===== src/rtl/uart_pkg.sv =====
// Shared definitions for the Mode 2 UART transmitter and receiver.
package uart_pkg;

    typedef enum logic [2:0] {
        IDLE  = 3'd0,
        START = 3'd1,
        DATA  = 3'd2,
        TB8   = 3'd3,
        STOP  = 3'd4
    } uart_state_e;

    localparam int   FRAME_BITS  = 11;
    localparam int   DATA_BITS   = 8;
    localparam logic START_LEVEL = 1'b0;
    localparam logic STOP_LEVEL  = 1'b1;

    // Even parity over a data byte, for callers that use the 9th bit as parity.
    function automatic logic even_parity(input logic [7:0] d);
        return ^d;
    endfunction

endpackage


===== src/rtl/uart_bit_timer.sv =====
// Bit-period counter: counts 0..P-1 and pulses bit_tick on the last count.
// P is CLK_PER_BIT when smod=1, otherwise 2*CLK_PER_BIT. restart holds the count at 0.
module uart_bit_timer #(
    parameter int CLK_PER_BIT = 100
) (
    input  logic clk,
    input  logic rst,
    input  logic restart,
    input  logic smod,
    output logic bit_tick
);

    localparam int CW = $clog2(2 * CLK_PER_BIT);

    logic [CW-1:0] cnt_r;
    logic [CW-1:0] last_s;

    // Terminal count for the selected baud rate.
    always_comb begin
        if (smod) begin
            last_s = CW'(CLK_PER_BIT - 1);
        end else begin
            last_s = CW'(2 * CLK_PER_BIT - 1);
        end
    end

    // One-cycle tick on the final cycle of each bit period.
    always_comb begin
        if (restart) begin
            bit_tick = 1'b0;
        end else begin
            bit_tick = (cnt_r == last_s);
        end
    end

    // Counter: cleared by reset or restart, wraps after the terminal count.
    always_ff @(posedge clk or posedge rst) begin
        if (rst) begin
            cnt_r <= '0;
        end else if (restart) begin
            cnt_r <= '0;
        end else if (cnt_r == last_s) begin
            cnt_r <= '0;
        end else begin
            cnt_r <= cnt_r + CW'(1);
        end
    end

endmodule


===== src/rtl/uart_mode2_tx.sv =====
// 8051-style UART Mode 2 transmitter: start, D0..D7 LSB first, TB8, stop.
// All outputs come straight from flops; ti is a sticky flag where set beats clear.
module uart_mode2_tx
    import uart_pkg::*;
#(
    parameter int CLK_PER_BIT = 100
) (
    input  logic       clk,
    input  logic       rst,
    input  logic       start,
    input  logic [7:0] data_in,
    input  logic       tb8,
    input  logic       smod,
    input  logic       ti_clr,
    output logic       txd,
    output logic       busy,
    output logic       ti
);

    uart_state_e state_r, state_n;
    logic [8:0]  shreg_r, shreg_n;
    logic [2:0]  bit_cnt_r, bit_cnt_n;
    logic        smod_r, smod_n;
    logic        txd_r, txd_n;
    logic        busy_r, busy_n;
    logic        ti_r, ti_n;
    logic        ti_set_s;
    logic        restart_s;
    logic        bit_tick_s;

    uart_bit_timer #(.CLK_PER_BIT(CLK_PER_BIT)) u_timer (
        .clk      (clk),
        .rst      (rst),
        .restart  (restart_s),
        .smod     (smod_r),
        .bit_tick (bit_tick_s)
    );

    // Next-state logic; the timer is held at zero while idle so the start bit gets a full period.
    always_comb begin
        state_n   = state_r;
        shreg_n   = shreg_r;
        bit_cnt_n = bit_cnt_r;
        smod_n    = smod_r;
        txd_n     = txd_r;
        busy_n    = busy_r;
        ti_set_s  = 1'b0;
        restart_s = 1'b0;
        case (state_r)
            IDLE: begin
                restart_s = 1'b1;
                if (start) begin
                    state_n   = START;
                    shreg_n   = {tb8, data_in};
                    smod_n    = smod;
                    txd_n     = START_LEVEL;
                    busy_n    = 1'b1;
                    bit_cnt_n = 3'd0;
                end else begin
                    state_n = IDLE;
                end
            end
            START: begin
                if (bit_tick_s) begin
                    state_n   = DATA;
                    txd_n     = shreg_r[0];
                    shreg_n   = {1'b0, shreg_r[8:1]};
                    bit_cnt_n = 3'd0;
                end else begin
                    state_n = START;
                end
            end
            DATA: begin
                // After each shift, shreg_r[0] already holds the next bit (TB8 after D7).
                if (bit_tick_s) begin
                    txd_n   = shreg_r[0];
                    shreg_n = {1'b0, shreg_r[8:1]};
                    if (bit_cnt_r == 3'(DATA_BITS - 1)) begin
                        state_n = TB8;
                    end else begin
                        bit_cnt_n = bit_cnt_r + 3'd1;
                    end
                end else begin
                    state_n = DATA;
                end
            end
            TB8: begin
                if (bit_tick_s) begin
                    state_n  = STOP;
                    txd_n    = STOP_LEVEL;
                    ti_set_s = 1'b1;
                end else begin
                    state_n = TB8;
                end
            end
            STOP: begin
                if (bit_tick_s) begin
                    state_n = IDLE;
                    busy_n  = 1'b0;
                end else begin
                    state_n = STOP;
                end
            end
            default: begin
                state_n = IDLE;
                txd_n   = STOP_LEVEL;
                busy_n  = 1'b0;
            end
        endcase
    end

    // Interrupt flag: a set in the same cycle as a clear must not be lost.
    always_comb begin
        if (ti_set_s) begin
            ti_n = 1'b1;
        end else if (ti_clr) begin
            ti_n = 1'b0;
        end else begin
            ti_n = ti_r;
        end
    end

    // State and output registers; reset returns the line to idle immediately.
    always_ff @(posedge clk or posedge rst) begin
        if (rst) begin
            state_r   <= IDLE;
            shreg_r   <= 9'd0;
            bit_cnt_r <= 3'd0;
            smod_r    <= 1'b0;
            txd_r     <= STOP_LEVEL;
            busy_r    <= 1'b0;
            ti_r      <= 1'b0;
        end else begin
            state_r   <= state_n;
            shreg_r   <= shreg_n;
            bit_cnt_r <= bit_cnt_n;
            smod_r    <= smod_n;
            txd_r     <= txd_n;
            busy_r    <= busy_n;
            ti_r      <= ti_n;
        end
    end

    assign txd  = txd_r;
    assign busy = busy_r;
    assign ti   = ti_r;

endmodule


===== config.mk =====
export PLATFORM = sky130hd
export DESIGN_NAME = uart_mode2_tx
export DESIGN_NICKNAME = d
export VERILOG_FILES = /design/src/rtl/uart_pkg.sv /design/src/rtl/uart_bit_timer.sv /design/src/rtl/uart_mode2_tx.sv
export SDC_FILE = /design/constraint.sdc
export NUM_CORES = 1
export LEC_CHECK = 0
export CORE_MARGIN = 1.5
export CORE_UTILIZATION = 40
export CTS_CLUSTER_SIZE = 12
export DETAILED_ROUTE_END_ITERATION = 10
export GPL_TIMING_DRIVEN = 1
export REMOVE_ABC_BUFFERS = 1
export SLEW_MARGIN = 20
export SYNTH_ARGS = -nofsm -noshare
export SYNTH_HDL_FRONTEND = slang
export SYNTH_HIERARCHICAL = 1
export SYNTH_SLANG_ARGS = --single-unit

===== constraint.sdc =====
create_clock -name clk -period 7.6 [get_ports clk]
set_clock_uncertainty 0.2 [all_clocks]
set_input_delay 1.52 -clock clk [delete_from_list [all_inputs] [get_ports clk]]
set_output_delay 1.52 -clock clk [all_outputs]
set_load 0.005 [all_outputs]

* After elaboration in Yosys (flattened, before gate mapping)
Cells that the tools add are included.
Operators by class: bitwise operators 2, reduce and logical (&&, ||, !) cells 11, equality and inequality tests 14, add/subtract/negate cells 2, multiplexer cells 31
Operator list (number):
- 3-bit 2-to-1 mux | 8
- 8-bit 2-to-1 mux | 3
- 9-bit 2-to-1 mux | 2
- 9-bit one-hot mux with 2 select lines | 1
- 3-bit one-hot mux with 5 select lines | 1
- 1-bit 2-to-1 mux | 12
- 2-bit != test (second input constant) | 6
- 3-bit one-hot mux with 3 select lines | 1
- 8-bit by 1-bit adder with 8-bit output (second input constant) | 1
- 8-bit == test | 1
- 3-bit by 2-bit == test with 1-bit output (second input constant) | 2
- 3-bit == test (second input constant) | 2
- 3-bit AND reduction | 2
- 5-bit AND reduction | 1
- 1-bit one-hot mux with 4 select lines | 1
- 4-bit AND reduction | 1
- 2-bit nonzero test | 2
- 3-bit by 1-bit adder with 3-bit output (second input constant) | 1
- 3-bit by 1-bit == test with 1-bit output (second input constant) | 1
- 3-bit zero test | 1
- 3-bit != test (second input constant) | 1
- 1-bit one-hot mux with 3 select lines | 1
- 3-bit nonzero test | 1
- 3-bit OR reduction | 1
- 5 further kinds | 6
Word-level totals: register bits after elaboration 27, logic and storage cells 68, output and inout bits 3

* Logic depth before layout (Yosys ltp)
Gate-level depths: netlist of the first run.
word-level depth 6, depth in mapped cells 10

* Hierarchy
The synthesis of the first run kept the hierarchy.
Modules (own cells, without submodules):
- uart_mode2_tx | area an instance 1041.0 um2, cells an instance 89, times used 1
- uart_bit_timer | area an instance 447.9 um2, cells an instance 39, times used 1

* Worst setup path before layout of the first run
OpenSTA, ideal clock, no wires.
path kind register to register, from reg state_r[2], to reg bit_cnt_r[0], clock period less this slack 2582 ps, stages on the path, launching flop included 10, slack 5018 ps, buffers on the path 3, required time 7275 ps, library setup time 125 ps, arrival 2257 ps, path through dfrtp_1 -> clkbuf_1 -> nor3_1 -> clkbuf_1 -> nor2b_1 -> buf_2 -> nand2_1 -> or3_4 -> a31oi_4 -> mux2_2
Between the ends: word-level cells in the longest chain between the ends 5
RTL lines:
- start: declaration | RTL line uart_mode2_tx.sv:20 | uart_state_e state_r, state_n;
- start signal: assignment | RTL line uart_mode2_tx.sv:134 | state_r <= state_n;
- 3-bit zero test * | RTL line uart_mode2_tx.sv:49 | case (state_r)
- 1-bit 2-to-1 mux * | RTL line uart_mode2_tx.sv:49
- 1-bit 2-to-1 mux * | RTL line uart_bit_timer.sv:29 | if (restart) begin
- net bit_tick_s | RTL line uart_mode2_tx.sv:29 | logic bit_tick_s;
- 2-bit != test (no line)
- 5-bit AND reduction (no line) *
- end signal: assignment | RTL line uart_mode2_tx.sv:136 | bit_cnt_r <= bit_cnt_n;
- end: declaration | RTL line uart_mode2_tx.sv:22 | logic [2:0] bit_cnt_r, bit_cnt_n;
Mark *: on every way through the listed nets, which the timed path passes. The rest lies on a longest branch. A chain may end at the register's enable or synchronous reset.

* Final worst setup path of the first run
from reg txd_r, in the netlist txd, to out txd
RTL lines:
- start: declaration | RTL line uart_mode2_tx.sv:24 | logic txd_r, txd_n;
- start signal: assignment | RTL line uart_mode2_tx.sv:138 | txd_r <= txd_n;
- end: declaration | RTL line uart_mode2_tx.sv:15 | output logic txd,
No word-level cell between the ends.

==> metrics, run 1 <==
status=completed; WP buf/inv=1; final WL=2.56 mm; commonest non-fill, non-tap cell in the layout=dfrtp_1; Unique masters post-synth=38; ranking of synthesized cells by area=dfrtp_1, mux2_2, o21ai_0; worst reg2reg path startpoint=u_timer/cnt_r[5]; Required @ worst endpoint=a little under 6 ns; via count=967; Gate power share=22.5%; Syn Area/Cell=11.6 sq um; critical path's slowest cell=dfstp_2; Crit Path Max Fanout=2; critical path startpoint category=register; Area growth, synth to finish=15.6%; share of cells above drive strength 1=28.7%; worst endpoint data arrival time=between 1 and 1.5 ns; Static Leak=0.752 nW; # diodes=0; gr ovfl total=0; vias in the first global route=971; setup TNS=0 ns; Final Util=between 50 and 60%; Slew Limit Fails=0; FP Rows=21; Ports=17; grt peak-use layer=met2; Max-Cap Viols=0; detailed placement HPWL=approximately 1.7 mm; Detailed Routing Iterations Pass 1=4; final cycle utilization of the critical path=39.9%; worst path cell trace=clkdlybuf4s50_1; initial antenna violation count=0; CTS resizes=0; final setup vio count=0; Worst-Skew Late Latency=0.28 ns; R2R Setup Slk=between 4 and 5 ns; Worst-Margin Slew=0.739 ns; post-layout min period=3.03 ns; CP max stage delay=0.54 ns; Worst-path clk slew=0.10 ns; crit end category=output pin; internal power=approximately 0.26 mW; gpl congestion=0.760; GR Util met3=under 10%; Hold Fails Final Rpt=0; NetSw=between 0.1 and 0.15 mW; hold path depth=1; Synth top area share=43.7%; Sw Ratio=30.4%; total stage count of the critical path=1; TritonCTS clock tree=built; Die Wd=64.0 um; CTS H-Tree Depth=1; starting density of the core=between 40% and 50%; total power draw=about 0.37 mW; drt wl/cell=about 14 um; largest net degree at the start of global routing=20; hold buffers post-CTS=0; Max transition margin=50.7%; most frequent cells in the layout=dfrtp_1, mux2_2, clkdlybuf4s50_1; Mapped Area=1490 sq um; setup repair bufs after CTS=0; min-delay worst type=register to register; Hold EP=u_timer/cnt_r[0]; register bit total from synthesis=27; Yosys top cell by area=dfrtp_1; Post-synth EDFFs=0; Post-synth ARST share=100%; Die Y=64.0 um; core area=3440 sq um; clock share of power=23.5%; r2r worst-path depth=7; register area share after synthesis=around 45%; yosys warns=6; cts bufs inserted=3; Worst R2R End=bit_cnt_r[1]; drt initial violations=18; Synth Flop Type=dfrtp_1; worst setup path class=register to output pin; die area=4100 sq um; Num Clock Sinks=27; fmax=330 MHz; drt via density=roughly 5; Flop pwr share=54.1%; Clock Root Buffer=clkbuf_8; Post-route DRC=0; met1 GRT Util=18.2%; Hold Startpoint=u_timer/cnt_r[0]; PortBufs=16; Synth Instances=around 130; Clock Tree Buf Depth=2; remaining antenna violation count after routing=0; Crit path max-delay family=flip-flops; Max rail drop VDD=94.6 uV; Total Nets Final=161; power density over cell area=215 nW/um^2; GR Util All Layers=between 10% and 20%; RSZ-0062 raised after global routing=no; grt met2 use=24.3%; first-pass GRT wire length=4.58 mm
flip-flops by register name, summed over array words and instances (netlist names):
register	flops
bit_cnt_r	3
busy	1
shreg_r	9
smod_r	1
state_r	3
ti	1
txd	1
u_timer/cnt_r	8
how the worst max path moves through the flow:
stage / endpoint / slack, ns / from
final: txd / 4.57 / txd
after global routing: shreg_r[0] / 4.42 / u_timer/cnt_r[2]
after CTS: txd / 4.55 / txd
after detailed placement: shreg_r[1] / 4.32 / start
after global placement: shreg_r[1] / 4.34 / start
after floorplan: shreg_r[0] / 4.66 / state_r[2]
power groups by stage:
stage	sequential (mW)	combinational, mW	clock (mW)
6_report	0.200	0.0830	0.0868
5_1_grt	0.204	0.0954	0.0963
4_1_cts	0.199	0.0843	0.0897
3_5_place_dp	0.202	0.0838	0
3_3_place_gp	0.201	0.0814	0
2_1_floorplan	0.195	0.0666	0
cells in the mapped netlist, drive strengths merged (4+ instances only):
cell	number
or3	4
mux2	21
o21ai	8
inv	5
nand3	4
nand2	9
dfrtp	26
nor3	4
nor2	9
layer usage:
| metal | vias up | share of wire [%] |
|---|---|---|
| met4 | 0 | 2.1 |
| met2 | 17 | 48 |
| met5 | - | 0 |
| li1 | 485 | - |
| met1 | 460 | 47 |
| met3 | 5 | 2.9 |
cells by family after synthesis:
family                   synth area share, %
AND/OR/NAND/NOR                         18.0
flip-flops                              45.5
multiplexers                            17.2
AO/OA/AOI/OAI                           9.92
buffers and inverters                   4.03
XOR/XNOR                                2.86
adder cells (fa/ha/maj)                 2.52
stage by stage:
step / instances / cell area, sq um / setup slack [ns] / hold slack, ns
detailed placement: 185 / 1670 / 4.32 / 0.278
floorplan: 122 / 1450 / 4.66 / 0.259
global route: 189 / 1720 / 4.42 / 0.325
global placement: 185 / 1670 / 4.34 / 0.275
finish: 189 / 1720 / 4.57 / 0.304
CTS: 189 / 1720 / 4.55 / 0.304
area by class of cell:
class / instances / area [sq um]
clock inverters: 1 / 7.51
well taps: 46 / 57.6
repair buffers: 17 / 168
clock buffers: 3 / 41.3
fillers: 317 / 1720
flip-flops and latches: 27 / 677
multi-input cells: 90 / 752
inverters: 5 / 18.8
No activity file was read; power rests on OpenSTA's default activity.
==> run 2: changes to the inputs <==
==> constraint.sdc (replaced) <==
create_clock -name clk -period 3.1 [get_ports clk]
set_clock_uncertainty 0.2 [all_clocks]
set_input_delay 0.62 -clock clk [delete_from_list [all_inputs] [get_ports clk]]
set_output_delay 0.62 -clock clk [all_outputs]
set_load 0.005 [all_outputs]
==> metrics, run 2 (synthesized netlist as in run 1, its figures left out) <==
status=completed; FF/Latch Area=677 sq um (unchanged); CTS H-Tree Depth=1 (unchanged); final cycle utilization of the critical path=86.9%; Post-route DRC=0 (unchanged); share of cells above drive strength 1=30.3% (+1.7 points); setup TNS=0 ns (unchanged); worst path cell trace=and4bb_1 -> o2111a_4 -> nor2b_2 -> nand2_1 -> or3_4 -> a31oi_4 -> mux2_2; die area=4100 sq um (unchanged); RSZ-0062 raised after global routing=no; largest net degree at the start of global routing=20 (unchanged); WP buf/inv=0 (-1); # diodes=0 (unchanged); TritonCTS clock tree=built; Total Nets Final=163 (+1.2%); min-delay worst type=register to register; drt via density=5.09 (-0.43%); drt initial violations=14 (-4); starting density of the core=43.3% (unchanged); GR Util All Layers=14.1% (-0.37 points); most frequent cells in the layout=dfrtp_1, mux2_2, clkdlybuf4s50_1; Slew Limit Fails=0 (unchanged); via count=973 (+0.62%); worst setup path class=register to register; Static Leak=0.766 nW (+1.9%); Crit Path Max Fanout=9 (+7); critical path's slowest cell=dfrtp_1; core area=3440 sq um (unchanged); vias in the first global route=973 (+0.21%); detailed placement HPWL=1.85 mm (+6.6%); Ports=17 (unchanged); PortBufs=16 (unchanged); Crit path max-delay family=simple AND/OR/NAND/NOR gates; worst endpoint data arrival time=2.65 ns (+1.34 ns); Sw Ratio=29.6% (-0.81 points); Worst-Margin Slew=0.745 ns (+0.00610 ns); drt wl/cell=13.3 um (-1.8%); Worst-path clk slew=0.09 ns (about the same); internal power=0.631 mW (+150%); Largest Register=shreg_r; biggest registers after layout=shreg_r x9, u_timer/cnt_r x8; crit end category=register; Post-Place Setup Slack=0.230 ns (-4.09 ns); power density over cell area=516 nW/um^2 (+140%); max reg flops=9 (unchanged); Die Wd=64.0 um (unchanged); first-pass GRT wire length=4.58 mm (unchanged); Worst-Skew Late Latency=0.27 ns (about the same); Required @ worst endpoint=3.06 ns (-2.82 ns); Clock Root Buffer=clkbuf_8; Fill cells=310 (-2.2%); Detailed Routing Iterations Pass 1=4 (unchanged); final WL=2.54 mm (-0.74%); Max rail drop VDD=310 uV (+230%); Max-Cap Viols=0 (unchanged); fmax=~370 MHz; final setup vio count=0 (unchanged); Hold Fails Final Rpt=0 (unchanged); initial antenna violation count=0 (unchanged); FP Rows=21 (unchanged); cts bufs inserted=3 (unchanged); CP max stage delay=0.46 ns (-0.08 ns); NetSw=0.265 mW (+140%); Die Y=64.0 um (unchanged); worst setup margin=0.407 ns (-4.16 ns); Max transition margin=50.3% (-0.41 points); gpl congestion=0.790 (+4.0%); setup repair bufs after CTS=0 (unchanged); Area growth, synth to finish=16.6%; remaining antenna violation count after routing=0 (unchanged); commonest non-fill, non-tap cell in the layout=dfrtp_1; total stage count of the critical path=7 (+6); post-layout min period=2.69 ns; Num Clock Sinks=27 (unchanged); hold path depth=1 (unchanged); Flop pwr share=54.2% (about the same); clock share of power=22.3% (-1.2 points); Clock Tree Buf Depth=2 (unchanged); multi-input logic area=754 sq um (+0.33%); Gate power share=23.4% (+0.9 points); gr ovfl total=0 (unchanged); r2r worst-path depth=7 (unchanged); critical path startpoint category=register
-- run 2: path summary, 6_finish.rpt --
kind                                   from                to  slack (ns)
max reg2reg                u_timer/cnt_r[2]      bit_cnt_r[1]        0.41
min in group asynchronous               rst  u_timer/cnt_r[1]        0.42
max in group asynchronous               rst      bit_cnt_r[1]        1.63
min reg2reg                u_timer/cnt_r[0]  u_timer/cnt_r[0]        0.29
min                        u_timer/cnt_r[0]  u_timer/cnt_r[0]        0.29
max                        u_timer/cnt_r[2]      bit_cnt_r[1]        0.41
-- run 2: timing repair --
item,in CTS,in global routing
hold buffers,0,0
gates resized for setup,0,1
endpoints found under the setup margin,0,8
-- run 2: power by group through the flow --
| stage | clock, mW | combinational [mW] | sequential (mW) |
|---|---|---|---|
| after floorplan | 0 | 0.163 | 0.479 |
| after global placement | 0 | 0.207 | 0.489 |
| after detailed placement | 0 | 0.214 | 0.492 |
| after CTS | 0.206 | 0.214 | 0.486 |
| after global routing | 0.223 | 0.241 | 0.498 |
| final | 0.200 | 0.210 | 0.486 |
-- run 2: final cells by class --
| class | instances | share of cell area (%) |
|---|---|---|
| Clock buffer | 3 | 2.38 |
| Clock inverter | 1 | 0.288 |
| Inverter | 5 | 1.08 |
| Multi-Input combinational cell | 90 | 43.4 |
| Sequential cell | 27 | 39.0 |
| Tap cell | 46 | 3.31 |
| Timing Repair Buffer | 19 | 10.5 |
-- run 2: per-layer routing --
layer	share of wire [%]	wire [um]	up-vias	global-route usage, %
met5	0	0	-	0
met1	48	1210	472	19.5
met3	3.5	90	0	2.46
li1	-	-	487	-
met2	49	1240	14	23.3
met4	0	0	0	2.45
-- run 2: worst reg2reg max path: cells and delay by family, from the launching register on --
family,cells,cell delay (ns)
DFF,1,0.46
and+or+nand+nor,4,1.08
muxes,1,0.36
AOI/OAI and AO/OA,2,0.50
-- run 2: stage by stage --
stage | utilization, % | std cells | hold WS [ns] | total power [mW] | area (sq um)
floorplan | - | 122 | 0.236 | 0.642 | 1450
global placement | 49.0 | 187 | 0.273 | 0.696 | 1690
detailed placement | 49.0 | 187 | 0.279 | 0.706 | 1690
CTS | 50.4 | 191 | 0.297 | 0.906 | 1730
global route | 50.5 | 191 | 0.322 | 0.962 | 1740
finish | 50.5 | 191 | 0.291 | 0.896 | 1740
